[config.mk]
export PLATFORM = sky130hd
export DESIGN_NAME = isolde_xif_coproc_seq
export DESIGN_NICKNAME = d
export VERILOG_FILES = /design/src/rtl/isolde_xif_coproc_pkg.sv /design/src/rtl/isolde_xif_coproc_alu.sv /design/src/rtl/isolde_xif_coproc_seq.sv
export SDC_FILE = /design/constraint.sdc
export NUM_CORES = 1
export LEC_CHECK = 0
export BUFFER_PORTS_ARGS = -buffer_cell sky130_fd_sc_hd__buf_2
export CAP_MARGIN = 15
export CORE_UTILIZATION = 40
export DETAILED_ROUTE_END_ITERATION = 10
export PLACE_DENSITY = 0.6
export SYNTH_ARGS = -nofsm -noshare
export SYNTH_HDL_FRONTEND = slang
export SYNTH_SLANG_ARGS = --single-unit
[constraint.sdc]
create_clock -name clk_i -period 8 [get_ports clk_i]
set_input_delay 1.6 -clock clk_i [delete_from_list [all_inputs] [get_ports clk_i]]
set_output_delay 1.6 -clock clk_i [all_outputs]
set_load 0.005 [all_outputs]
[src/rtl/isolde_xif_coproc_pkg.sv]
// Shared constants, buffer entry payload and decoder for the XIF coprocessor.
// Define ISOLDE_XIF_COPROC_MAX_EN to add the signed MAX operation (funct3=010).
package isolde_xif_coproc_pkg;

   localparam logic [6:0] OPCODE_CUSTOM0 = 7'b0001011;
   localparam logic [6:0] FUNCT7_ZERO    = 7'b0000000;
   localparam logic [2:0] F3_ADD         = 3'b000;
   localparam logic [2:0] F3_XOR         = 3'b001;
   localparam logic [2:0] F3_MAX         = 3'b010;

   // Payload part of a buffer entry; id and status flags live in their own arrays
   // because the flags are reset while the payload is not.
   typedef struct packed {
      logic [4:0]  rd;
      logic [2:0]  funct3;
      logic [31:0] rs1;
      logic [31:0] rs2;
   } entry_data_t;

   function automatic logic decode_ok(input logic [31:0] instr);
      logic f3_ok;
      f3_ok = (instr[14:12] == F3_ADD) || (instr[14:12] == F3_XOR);
`ifdef ISOLDE_XIF_COPROC_MAX_EN
      f3_ok = f3_ok || (instr[14:12] == F3_MAX);
`endif
      return (instr[6:0] == OPCODE_CUSTOM0) && (instr[31:25] == FUNCT7_ZERO) && f3_ok;
   endfunction

endpackage

[src/rtl/isolde_xif_coproc_alu.sv]
// Combinational datapath: ADD, XOR and (with ISOLDE_XIF_COPROC_MAX_EN) signed MAX.
module isolde_xif_coproc_alu
   import isolde_xif_coproc_pkg::*;
(
   input  logic [2:0]  funct3_i,
   input  logic [31:0] rs1_i,
   input  logic [31:0] rs2_i,
   output logic [31:0] data_o
);

   always_comb begin
      data_o = '0;
      case (funct3_i)
         F3_ADD: data_o = rs1_i + rs2_i;
         F3_XOR: data_o = rs1_i ^ rs2_i;
`ifdef ISOLDE_XIF_COPROC_MAX_EN
         F3_MAX: data_o = ($signed(rs1_i) > $signed(rs2_i)) ? rs1_i : rs2_i;
`endif
         default: data_o = '0;
      endcase
   end

endmodule

[src/rtl/isolde_xif_coproc_seq.sv]
// In-order XIF coprocessor: issue buffer, commit/kill marking, in-order result return.
// Optional signed MAX operation enabled by ISOLDE_XIF_COPROC_MAX_EN.
module isolde_xif_coproc_seq
   import isolde_xif_coproc_pkg::*;
#(
   parameter int X_ID_WIDTH = 4,
   parameter int DEPTH      = 4
) (
   input  logic                  clk_i,
   input  logic                  rst_ni,
   input  logic                  issue_valid_i,
   output logic                  issue_ready_o,
   input  logic [31:0]           issue_instr_i,
   input  logic [X_ID_WIDTH-1:0] issue_id_i,
   input  logic [1:0][31:0]      issue_rs_i,
   input  logic [1:0]            issue_rs_valid_i,
   output logic                  issue_accept_o,
   output logic                  issue_writeback_o,
   output logic                  issue_dualwrite_o,
   output logic [2:0]            issue_dualread_o,
   output logic                  issue_loadstore_o,
   output logic                  issue_ecswrite_o,
   output logic                  issue_exc_o,
   input  logic                  commit_valid_i,
   input  logic [X_ID_WIDTH-1:0] commit_id_i,
   input  logic                  commit_kill_i,
   output logic                  result_valid_o,
   input  logic                  result_ready_i,
   output logic [X_ID_WIDTH-1:0] result_id_o,
   output logic [31:0]           result_data_o,
   output logic [4:0]            result_rd_o,
   output logic                  result_we_o,
   output logic                  busy_o
);

   localparam int PTR_W = $clog2(DEPTH);
   localparam int CNT_W = PTR_W + 1;

   logic [CNT_W-1:0]      count_q, count_d;
   logic [PTR_W-1:0]      head_q, head_d, tail_q, tail_d;
   logic [DEPTH-1:0]      occ_q, occ_d, cmt_q, cmt_d, kill_q, kill_d;
   entry_data_t           data_q [DEPTH];
   entry_data_t           data_d [DEPTH];
   logic [X_ID_WIDTH-1:0] id_q [DEPTH];
   logic [X_ID_WIDTH-1:0] id_d [DEPTH];

   logic        full, push, pop, drop, same_cmt;
   entry_data_t head_data;
   logic        unused_instr;

   // Handshakes: a transfer happens on a cycle where valid && ready are both high;
   // ready never looks at valid, and valid/payload hold until the transfer.
   assign full          = (count_q == CNT_W'(DEPTH));
   assign issue_ready_o = !full;
   assign issue_accept_o    = decode_ok(issue_instr_i) && (&issue_rs_valid_i);
   assign issue_writeback_o = issue_accept_o;
   assign issue_dualwrite_o = 1'b0;
   assign issue_dualread_o  = 3'b000;
   assign issue_loadstore_o = 1'b0;
   assign issue_ecswrite_o  = 1'b0;
   assign issue_exc_o       = 1'b0;
   assign unused_instr      = ^issue_instr_i[24:15];

   assign push     = issue_valid_i && issue_ready_o && issue_accept_o;
   assign same_cmt = commit_valid_i && (commit_id_i == issue_id_i);

   assign head_data      = data_q[head_q];
   assign result_valid_o = occ_q[head_q] && cmt_q[head_q] && !kill_q[head_q];
   assign drop           = occ_q[head_q] && kill_q[head_q];
   assign pop            = drop || (result_valid_o && result_ready_i);
   assign result_id_o    = id_q[head_q];
   assign result_rd_o    = head_data.rd;
   assign result_we_o    = 1'b1;
   assign busy_o         = (count_q != '0);

   isolde_xif_coproc_alu u_alu (
      .funct3_i (head_data.funct3),
      .rs1_i    (head_data.rs1),
      .rs2_i    (head_data.rs2),
      .data_o   (result_data_o)
   );

   always_comb begin
      count_d = count_q;
      head_d  = head_q;
      tail_d  = tail_q;
      occ_d   = occ_q;
      cmt_d   = cmt_q;
      kill_d  = kill_q;
      data_d  = data_q;
      id_d    = id_q;

      for (int i = 0; i < DEPTH; i++) begin
         if (commit_valid_i && occ_q[i] && (id_q[i] == commit_id_i)) begin
            cmt_d[i]  = 1'b1;
            kill_d[i] = commit_kill_i;
         end
      end

      if (pop) begin
         occ_d[head_q]  = 1'b0;
         cmt_d[head_q]  = 1'b0;
         kill_d[head_q] = 1'b0;
         head_d         = head_q + 1'b1;
      end

      // A push never lands on the popping head: push needs not-full, pop needs non-empty.
      if (push) begin
         occ_d[tail_q]         = 1'b1;
         cmt_d[tail_q]         = same_cmt;
         kill_d[tail_q]        = same_cmt && commit_kill_i;
         data_d[tail_q].rd     = issue_instr_i[11:7];
         data_d[tail_q].funct3 = issue_instr_i[14:12];
         data_d[tail_q].rs1    = issue_rs_i[0];
         data_d[tail_q].rs2    = issue_rs_i[1];
         id_d[tail_q]          = issue_id_i;
         tail_d                = tail_q + 1'b1;
      end

      case ({push, pop})
         2'b10:   count_d = count_q + 1'b1;
         2'b01:   count_d = count_q - 1'b1;
         default: count_d = count_q;
      endcase
   end

   always_ff @(posedge clk_i or negedge rst_ni) begin
      if (!rst_ni) begin
         count_q <= '0;
         head_q  <= '0;
         tail_q  <= '0;
         occ_q   <= '0;
         cmt_q   <= '0;
         kill_q  <= '0;
      end else begin
         count_q <= count_d;
         head_q  <= head_d;
         tail_q  <= tail_d;
         occ_q   <= occ_d;
         cmt_q   <= cmt_d;
         kill_q  <= kill_d;
      end
   end

   always_ff @(posedge clk_i) begin
      data_q <= data_d;
      id_q   <= id_d;
   end

endmodule

# == Word level (Yosys, flattened, before mapping) ==
# Cells that the tools add are included.
# totals
romBits,0
regBits,323
latch_bits,0
out_inout_bits,54
in_bits,112
ramBits,0
mem_count,0
# op_classes
bitwise,8
shift,0
div,0
multipliers,0
magnitude_cmp,7
n_reduce_logical,32
addsub,5
n_mux,49
n_eq_ne,11
# ops
operator,count
288-bit bitwise mux,4
72-bit demux with 2-bit select,4
72-bit 2-to-1 mux,3
72-bit binary-select mux with 2-bit select,1
67-bit 2-to-1 mux,1
64-bit 2-to-1 mux,1
32-bit one-hot mux with 2 select lines,1
4-bit 2-to-1 mux,9
32-bit adder,1
32-bit 2-to-1 mux,1
32-bit bitwise XOR,1
1-bit logical AND,22
4-bit equality test,5
16-bit bitwise mux,1
1-bit 2-to-1 mux,13
4-bit bitwise AND,3
4-bit binary-select mux with 2-bit select,1
4-bit bitwise mux,2
4-bit demux with 2-bit select,1
"7-bit by 4-bit equality test with 1-bit output, second input constant",1
7-bit zero test,1
1-bit binary-select mux with 2-bit select,3
"3-bit by 1-bit equality test with 1-bit output, second input constant",2
"3-bit greater-or-equal comparator, second input constant",2
other kinds (20),28

# == Longest topological paths before layout ==
# Gate-level depths: netlist of run 1.
# depth
word_depth,9
depth_mapped,14
mapped_depth_nobuf,11

# == Modules after synthesis ==
# A second synthesis of run 1 with hierarchy kept.
# unflattened
cells_unflattened,1062
hier_area_um2,15692.6
# by_module_without_submodules
module,instances,cells_each,area_per_inst_um2
isolde_xif_coproc_seq,1,701,13287.7
isolde_xif_coproc_alu,1,361,2404.8

# == Worst setup path after synthesis of run 1 ==
# No wires, ideal clock.
# synth_timing
path_kind,register to output
start,reg head_q[0]
end,out result_data_o[31]
path_slack_ps,3077
arrival_ps,3323
path_stages_with_launch,13
required_ps,6400
path_cell_list,dfrtp_1 -> buf_6 -> clkbuf_1 -> buf_2 -> mux4_2 -> ha_1 -> a21oi_2 -> o211ai_1 -> a21o_1 -> o211ai_2 -> a21oi_1 -> or3b_1 -> a21oi_1
# synth_via
elab_chain_cells,6
# synth_lines
item,line,rtl
start: declaration,isolde_xif_coproc_seq.sv:40,"logic [PTR_W-1:0] head_q, head_d, tail_q, tail_d;"
start signal: assignment,isolde_xif_coproc_seq.sv:130,head_q <= '0;
start signal: assignment,isolde_xif_coproc_seq.sv:137,head_q <= head_d;
2-bit inverter with 3-bit output (implied by the code) (*),isolde_xif_coproc_seq.sv:67,assign head_data = data_q[head_q];
72-bit binary-select mux with 2-bit select (*),isolde_xif_coproc_seq.sv:67,
72-bit 2-to-1 mux (implied by the code) (*) (2 in a row),isolde_xif_coproc_seq.sv:67,
"32-bit adder, or another cell as far along",isolde_xif_coproc_alu.sv:14,F3_ADD: data_o = rs1_i + rs2_i;
32-bit one-hot mux with 2 select lines (*),isolde_xif_coproc_alu.sv:13,case (funct3_i)
end: declaration,isolde_xif_coproc_seq.sv:30,"output logic [31:0] result_data_o,"
# Every way passes the cells marked *; elsewhere a longest branch is shown, timed or not. The select of a mux whose other input is x is not followed.

# == Final worst setup path of run 1 ==
# layout_timing
start,reg head_q[1]
end,out result_data_o[31]
# The elaborated chain is that of the path after synthesis.

==> impl_metrics.csv, run 1 <==
group,metric,value,unit
grt,antenna_found_initial,6,
timing,rsz0062_at_grt,"false",
cells_and_area,area_growth,15.7,%
floorplan,die_h,198,µm
power_and_ir_drop,power,3.54,mW
timing,worstMarginPinSlew,942,ps
cells_and_area,final_util,47.1,%
drt,wl_met3,1.74,mm
logic_synthesis,synth_flop_cell,"edfxtp_1",
logic_synthesis,async_reset_ff_share,5.88,%
grt,grt_use_total,18.2,%
drt,top_layer,"met5",
grt,grt_start_max_net_pins,55,
timing,setup_viol,0,
critical_path,critPathTopFamily,"compound AO/OA/AOI/OAI gates",
drt,drtPass1Iterations,6,
clocking,cts_buffer_depth,3,
logic_synthesis,seq_area_frac_synth,62.6,%
clocking,clkLatencyLatePin,520,ps
clocking,cts-root-buf,"clkbuf_16",
logic_synthesis,synth_edf_count,304,
clocking,path_clk_slew,60,ps
critical_path,crit_required,6400,ps
timing,fmax,158,MHz
clocking,cts_setup_buffers,0,
cells_and_area,fin_nets,1340,
floorplan,initial_core_util,40.7,%
timing,finClkSkew,13.3,ps
cells_and_area,design_area,17800,µm²
placed_design,place_area,16600,µm²
critical_path,criticalPathCategory,"register to output port",
drt,wl_met1,15.8,mm
grt,grt_pass1_wl,53.5,mm
timing,period_share,79.2,%
logic_synthesis,yosys.cell_count.top_type,"edfxtp_1",
logic_synthesis,ys_ff_latch,323,
grt,grt_pass1_vias,9200,
clocking,post_cts_resized,0,
logic_synthesis,synth.cell_area,15300,µm²
drt,via_per_inst,5.21,
drt,drt_iter0_drc,622,
critical_path,crit_top_cell,"a21oi_1",
timing,period_minus_slack,6340,ps
cells_and_area,fill_cells,3397,
placed_design,portBuffers,147,
timing,hold_viol,0,
floorplan,coreArea,37700,µm²
floorplan,design.die.area,39200,µm²
power_and_ir_drop,leakage,6.33,nW
drt,wl_per_cell,20.1,µm
drt,routed_wl,34.7,mm
logic_synthesis,yosys-top-cells-area,"edfxtp_1, mux4_2, and2_1",
timing,slew_headroom,37.0,%
placed_design,dp_hpwl,22.6,mm
critical_path,worstPathCellList,"buf_4 -> mux4_2 -> ha_1 -> a21oi_1 -> o21a_1 -> o221ai_1 -> a21oi_1 -> a21oi_1 -> or3b_1 -> a21oi_1 -> buf_2",
run,drv_cap,0,
logic_synthesis,syn_inst,1040,
power_and_ir_drop,ir_worst_vdd,125,µV
placed_design,place.gp.congestion,0.844,
drt,ant_nets,0,
grt,gr-total-overflow,0,
drt,vias,9001,
power_and_ir_drop,power_density,199,nW/µm²
critical_path,cp.arrival,4740,ps
critical_path,r2r_slack,5050,ps
cells_and_area,drive_above_1_share,25.4,%
clocking,tritoncts,"yes",
critical_path,endpoint_kind,"output port",
clocking,postCtsHoldBufs,0,
critical_path,cp_max_fo,54,
floorplan,ios,166,
critical_path,startpoint_type,"register",
run_status,status,"completed",
critical_path,critical-path-max-stage-delay,990,ps
logic_synthesis,synthTopCellsByCount,"edfxtp_1, and2_1, mux4_2",
logic_synthesis,synth_top_area_share,59.5,%
floorplan,rows,71,
floorplan,die_w,198,µm
critical_path,cp_slowest_cell,"dfrtp_4",
clocking,cts_num_sinks,323,
logic_synthesis,yosys_warnings,0,
clocking,htreeDepth,2,
drt,post-route-drc-count,0,
clocking,cts_made_buffers,37,
logic_synthesis,synth_largest_area_cell,"edfxtp_1",
hold_path,hold_path_class,"register to register",
drt,wl_met2,16.7,mm
timing,maxSlewViolCount,0,
timing,setup_tns,0,ps
logic_synthesis,synth.distinct_cells,68,
critical_path,crit_buf_inv,2,
logic_synthesis,avgSynthCellArea,14.8,µm²
[registers in the layout (all words and copies together), names as in the netlist]
name	count
id_q	16
cmt_q	4
occ_q	4
head_q	2
tail_q	2
data_q	288
kill_q	4
count_q	3
[report_power, final]
group | total (mW) | internal [mW] | switching, mW
combinational | 0.0563 | 0.0252 | 0.0311
clock | 1.65 | 0.996 | 0.650
sequential | 1.84 | 1.84 | 0.00000426
total | 3.54 | 2.86 | 0.681
[stage by stage]
step,hold WS [ps],worst slack [ps],std cells
detailed placement,471,2140,1658
floorplan,446,3080,1046
global placement,468,2150,1658
global route,513,1360,1723
finish,479,1660,1726
CTS,482,1560,1723
[kinds of logic (layout without fill, tap and decap cells)]
kind of cell | count (synthesis) | count (layout) | share of synthesized area (%)
adders and majority gates | 42 | 42 | 3.52
and+or+nand+nor | 303 | 303 | 10.8
DFF | 323 | 323 | 62.6
buffers and inverters | 90 | 256 | 2.75
other | 2 | 11 | 0.0489
muxes | 80 | 80 | 11.3
AOI/OAI and AO/OA | 154 | 154 | 6.33
xor gates and xnor gates | 46 | 46 | 2.63
[cell usage in the layout (no fill, tap or decap), drive strengths merged, types with 9 or more instances in the layout]
| master | n |
|---|---|
| nand3 | 15 |
| dfrtp | 19 |
| nor2 | 44 |
| and2 | 135 |
| clkinv | 10 |
| xor2 | 30 |
| a21oi | 51 |
| o21ai | 46 |
| buf | 160 |
| inv | 32 |
| mux4 | 75 |
| xnor2 | 16 |
| nor3 | 9 |
| ha | 40 |
| edfxtp | 304 |
| nand2 | 58 |
| nand4 | 9 |
| clkbuf | 50 |
[final timing paths]
path / startpoint / end / cells past startpoint
setup / recovery: head_q[1] / result_data_o[31] / 11
hold / removal: count_q[2] / count_q[2] / 1
min in group asynchronous: rst_ni / count_q[0] / 1
setup reg to reg: count_q[2] / data_q[284] / 5
hold reg to reg: count_q[2] / count_q[2] / 1
max in group asynchronous: rst_ni / head_q[0] / 1
[worst register-to-register path, stage by stage (launching register included)]
cell     delay (ps)
dfrtp_1         390
or3b_1          190
nand2_1          90
nor4_4          520
and2_4          790
buf_4           580
[metal layers]
| layer | global-route usage [%] | up-vias |
|---|---|---|
| li1 | - | 4226 |
| met5 | 0 | - |
| met2 | 29.9 | 214 |
| met4 | 4.62 | 6 |
| met1 | 24.5 | 4508 |
| met3 | 3.88 | 47 |
[cell type report]
class	count	area (µm²)	area share, %
multi-input cells	633	5360	30.2
clock inverters	15	150	0.846
repair buffers	160	846	4.76
inverters	31	116	0.655
diodes	3	7.51	0.0423
flip-flops and latches	323	9610	54.1
well taps	511	639	3.60
clock buffers	50	1030	5.78
Power figures use the tool's default switching activity.
==> inputs of run 2 (changes only) <==
--- a/config.mk
+++ b/config.mk
@@ -5,11 +5,12 @@
 export SDC_FILE = /design/constraint.sdc
 export NUM_CORES = 1
 export LEC_CHECK = 0
+export ABC_AREA = 1
 export BUFFER_PORTS_ARGS = -buffer_cell sky130_fd_sc_hd__buf_2
 export CAP_MARGIN = 15
 export CORE_UTILIZATION = 40
 export DETAILED_ROUTE_END_ITERATION = 10
-export PLACE_DENSITY = 0.6
+export PLACE_DENSITY = 0.62
 export SYNTH_ARGS = -nofsm -noshare
 export SYNTH_HDL_FRONTEND = slang
 export SYNTH_SLANG_ARGS = --single-unit
==> constraint.sdc (replaced) <==
create_clock -name clk_i -period 5.1 [get_ports clk_i]
set_input_delay 1.02 -clock clk_i [delete_from_list [all_inputs] [get_ports clk_i]]
set_output_delay 1.02 -clock clk_i [all_outputs]
set_load 0.005 [all_outputs]
==> impl_metrics.csv, run 2 <==
group,metric,value,unit
run_status,status,"completed",
clocking,cts_setup_buffers,0,
timing,hold_viol,0,
floorplan,initial_core_util,40.5,%
floorplan,coreArea,40700,µm²
logic_synthesis,synth_edf_count,304,
critical_path,crit_required,4080,ps
critical_path,criticalPathCategory,"register to output port",
logic_synthesis,seq_area_frac_synth,58.1,%
placed_design,dp_hpwl,27.4,mm
timing,slew_headroom,39.8,%
floorplan,die_h,205,µm
grt,grt_pass1_wl,65.1,mm
grt,grt_start_max_net_pins,118,
cells_and_area,fin_nets,2120,
clocking,postCtsHoldBufs,0,
clocking,cts_made_buffers,36,
cells_and_area,layout_common_cells,"nand2_1, edfxtp_1, inv_1",
cells_and_area,regMostFlops,"data_q",
clocking,htreeDepth,2,
drt,routed_wl,42.4,mm
cells_and_area,area_growth,15.0,%
run,drv_cap,0,
timing,worstMarginPinSlew,903,ps
logic_synthesis,yosys-top-cells-area,"edfxtp_1, nand2_1, inv_1",
critical_path,cp.arrival,3860,ps
logic_synthesis,yosys_warnings,0,
timing,maxSlewViolCount,0,
floorplan,design.die.area,42100,µm²
logic_synthesis,synthTopCellsByCount,"nand2_1, edfxtp_1, inv_1",
drt,drtPass1Iterations,5,
logic_synthesis,synth_flop_cell,"edfxtp_1",
cells_and_area,drive_above_1_share,12.5,%
power_and_ir_drop,power_density,294,nW/µm²
drt,vias,12700,
drt,ant_nets,0,
hold_path,hold_path_class,"input port to async pin",
logic_synthesis,synth_largest_area_cell,"edfxtp_1",
logic_synthesis,yosys.cell_count.top_type,"nand2_1",
cells_and_area,reg_top3,"data_q (288), id_q (16)",
clocking,cts_num_sinks,323,
timing,fmax,205,MHz
floorplan,ios,166,
power_and_ir_drop,ir_worst_vdd,286,µV
logic_synthesis,synth_top_area_share,55.3,%
logic_synthesis,syn_inst,1835,
drt,drt_iter0_drc,957,
grt,antenna_found_initial,9,
logic_synthesis,ys_ff_latch,323,
grt,grt_use_total,20.2,%
clocking,cts-root-buf,"clkbuf_16",
cells_and_area,final_util,46.6,%
logic_synthesis,synth.distinct_cells,41,
timing,finClkSkew,24.6,ps
cells_and_area,final_common_cell,"nand2_1",
timing,rsz0062_at_grt,"false",
floorplan,rows,74,
cells_and_area,largest_reg_flops,288,
clocking,clkLatencyLatePin,550,ps
timing,period_share,95.7,%
clocking,post_cts_resized,0,
timing,setup_tns,0,ps
clocking,path_clk_slew,60,ps
logic_synthesis,avgSynthCellArea,9.00,µm²
critical_path,startpoint_type,"register",
critical_path,endpoint_kind,"output port",
logic_synthesis,synth.cell_area,16500,µm²
drt,post-route-drc-count,0,
cells_and_area,fill_cells,3882,
grt,grt_pass1_vias,12100,
floorplan,die_w,205,µm
placed_design,place.gp.congestion,0.918,
logic_synthesis,async_reset_ff_share,5.88,%
power_and_ir_drop,leakage,8.42,nW
grt,gr-total-overflow,0,
clocking,cts_buffer_depth,3,
drt,wl_per_cell,16.8,µm
clocking,tritoncts,"yes",
timing,period_minus_slack,4880,ps
timing,setup_viol,0,
critical_path,cp_max_fo,117,
drt,via_per_inst,5.03,
placed_design,portBuffers,147,
-- run 2: cell count changes in the layout (fill, tap and decap cells not counted), moves of 75 or more --
| cell | previous run | this run |
|---|---|---|
| and2_1 | 131 | 2 |
| inv_1 | 31 | 278 |
| mux4_2 | 75 | 0 |
| nand2_1 | 58 | 471 |
| nor2_1 | 44 | 212 |
| o21ai_0 | 42 | 165 |
-- run 2: power by group --
group	switching, mW	internal, mW	leakage [nW]
registers	0	2.89	2.76
clock network	1.03	1.58	0.571
logic	0.0577	0.0373	5.09
-- run 2: final timing paths --
kind | from | slack, ps | endpoint | cells after the start
hold / removal | rst_ni | 420 | count_q[0] | 1
setup reg to reg | head_q[0] | 1960 | count_q[2] | 12
min in group clk_i | count_q[0] | 470 | count_q[0] | 1
hold reg to reg | count_q[0] | 470 | count_q[0] | 1
setup / recovery | head_q[0] | 220 | result_data_o[20] | 16
max in group asynchronous | rst_ni | 4330 | head_q[0] | 1
-- run 2: critical path: stages (launching register included) --
cell and delay, ps:
dfrtp_4 460, buf_12 420, o21ai_0 170, o22ai_1 190
ha_1 250, inv_1 80, fa_1 370, inv_1 110
nand3_1 70, nand3_1 210, nand3_1 100, nand3_1 190
nand2_1 80, nand2_1 90, a21oi_1 60, nor2_1 230
buf_2 160
-- run 2: kinds of logic (layout without fill, tap and decap cells) --
group	count (synthesis)	count (layout)	synth area share (%)
xor+xnor	9	9	0.477
compound gates	303	303	9.97
buf+inv	370	517	8.94
simple gates	786	786	19.2
flops	323	323	58.1
fa+ha+maj	42	42	3.27
other cells	2	11	0.0455
-- run 2: area by class of cell --
type / instances / area [µm²] / share of cell area (%)
clock inverter: 20 / 236 / 1.24
clock buffer: 40 / 937 / 4.93
inverter: 287 / 1090 / 5.73
antenna: 3 / 7.51 / 0.0395
tap: 532 / 666 / 3.50
multi-input combinational: 1148 / 5460 / 28.7
sequential: 323 / 9610 / 50.6
timing repair buffer: 170 / 996 / 5.24
-- run 2: per-stage QoR --
| step | hold WS (ps) | instances | power [mW] | cell area (µm²) | setup slack, ps |
|---|---|---|---|---|---|
| floorplan | 446 | 1841 | 2.97 | 16500 | 1380 |
| global placement | 466 | 2460 | 3.03 | 17800 | 845 |
| detailed placement | 465 | 2460 | 3.04 | 17800 | 832 |
| CTS | 404 | 2520 | 5.63 | 19000 | 235 |
| global route | 444 | 2521 | 5.74 | 19000 | 77.3 |
| finish | 415 | 2523 | 5.59 | 19000 | 221 |
-- run 2: layer usage --
| layer | part of all wire [%] | track usage, % |
|---|---|---|
| met3 | 5.3 | 3.14 |
| met2 | 48 | 33.7 |
| met4 | 2.5 | 7.41 |
| met5 | 0.15 | 0 |
| met1 | 44 | 26.7 |
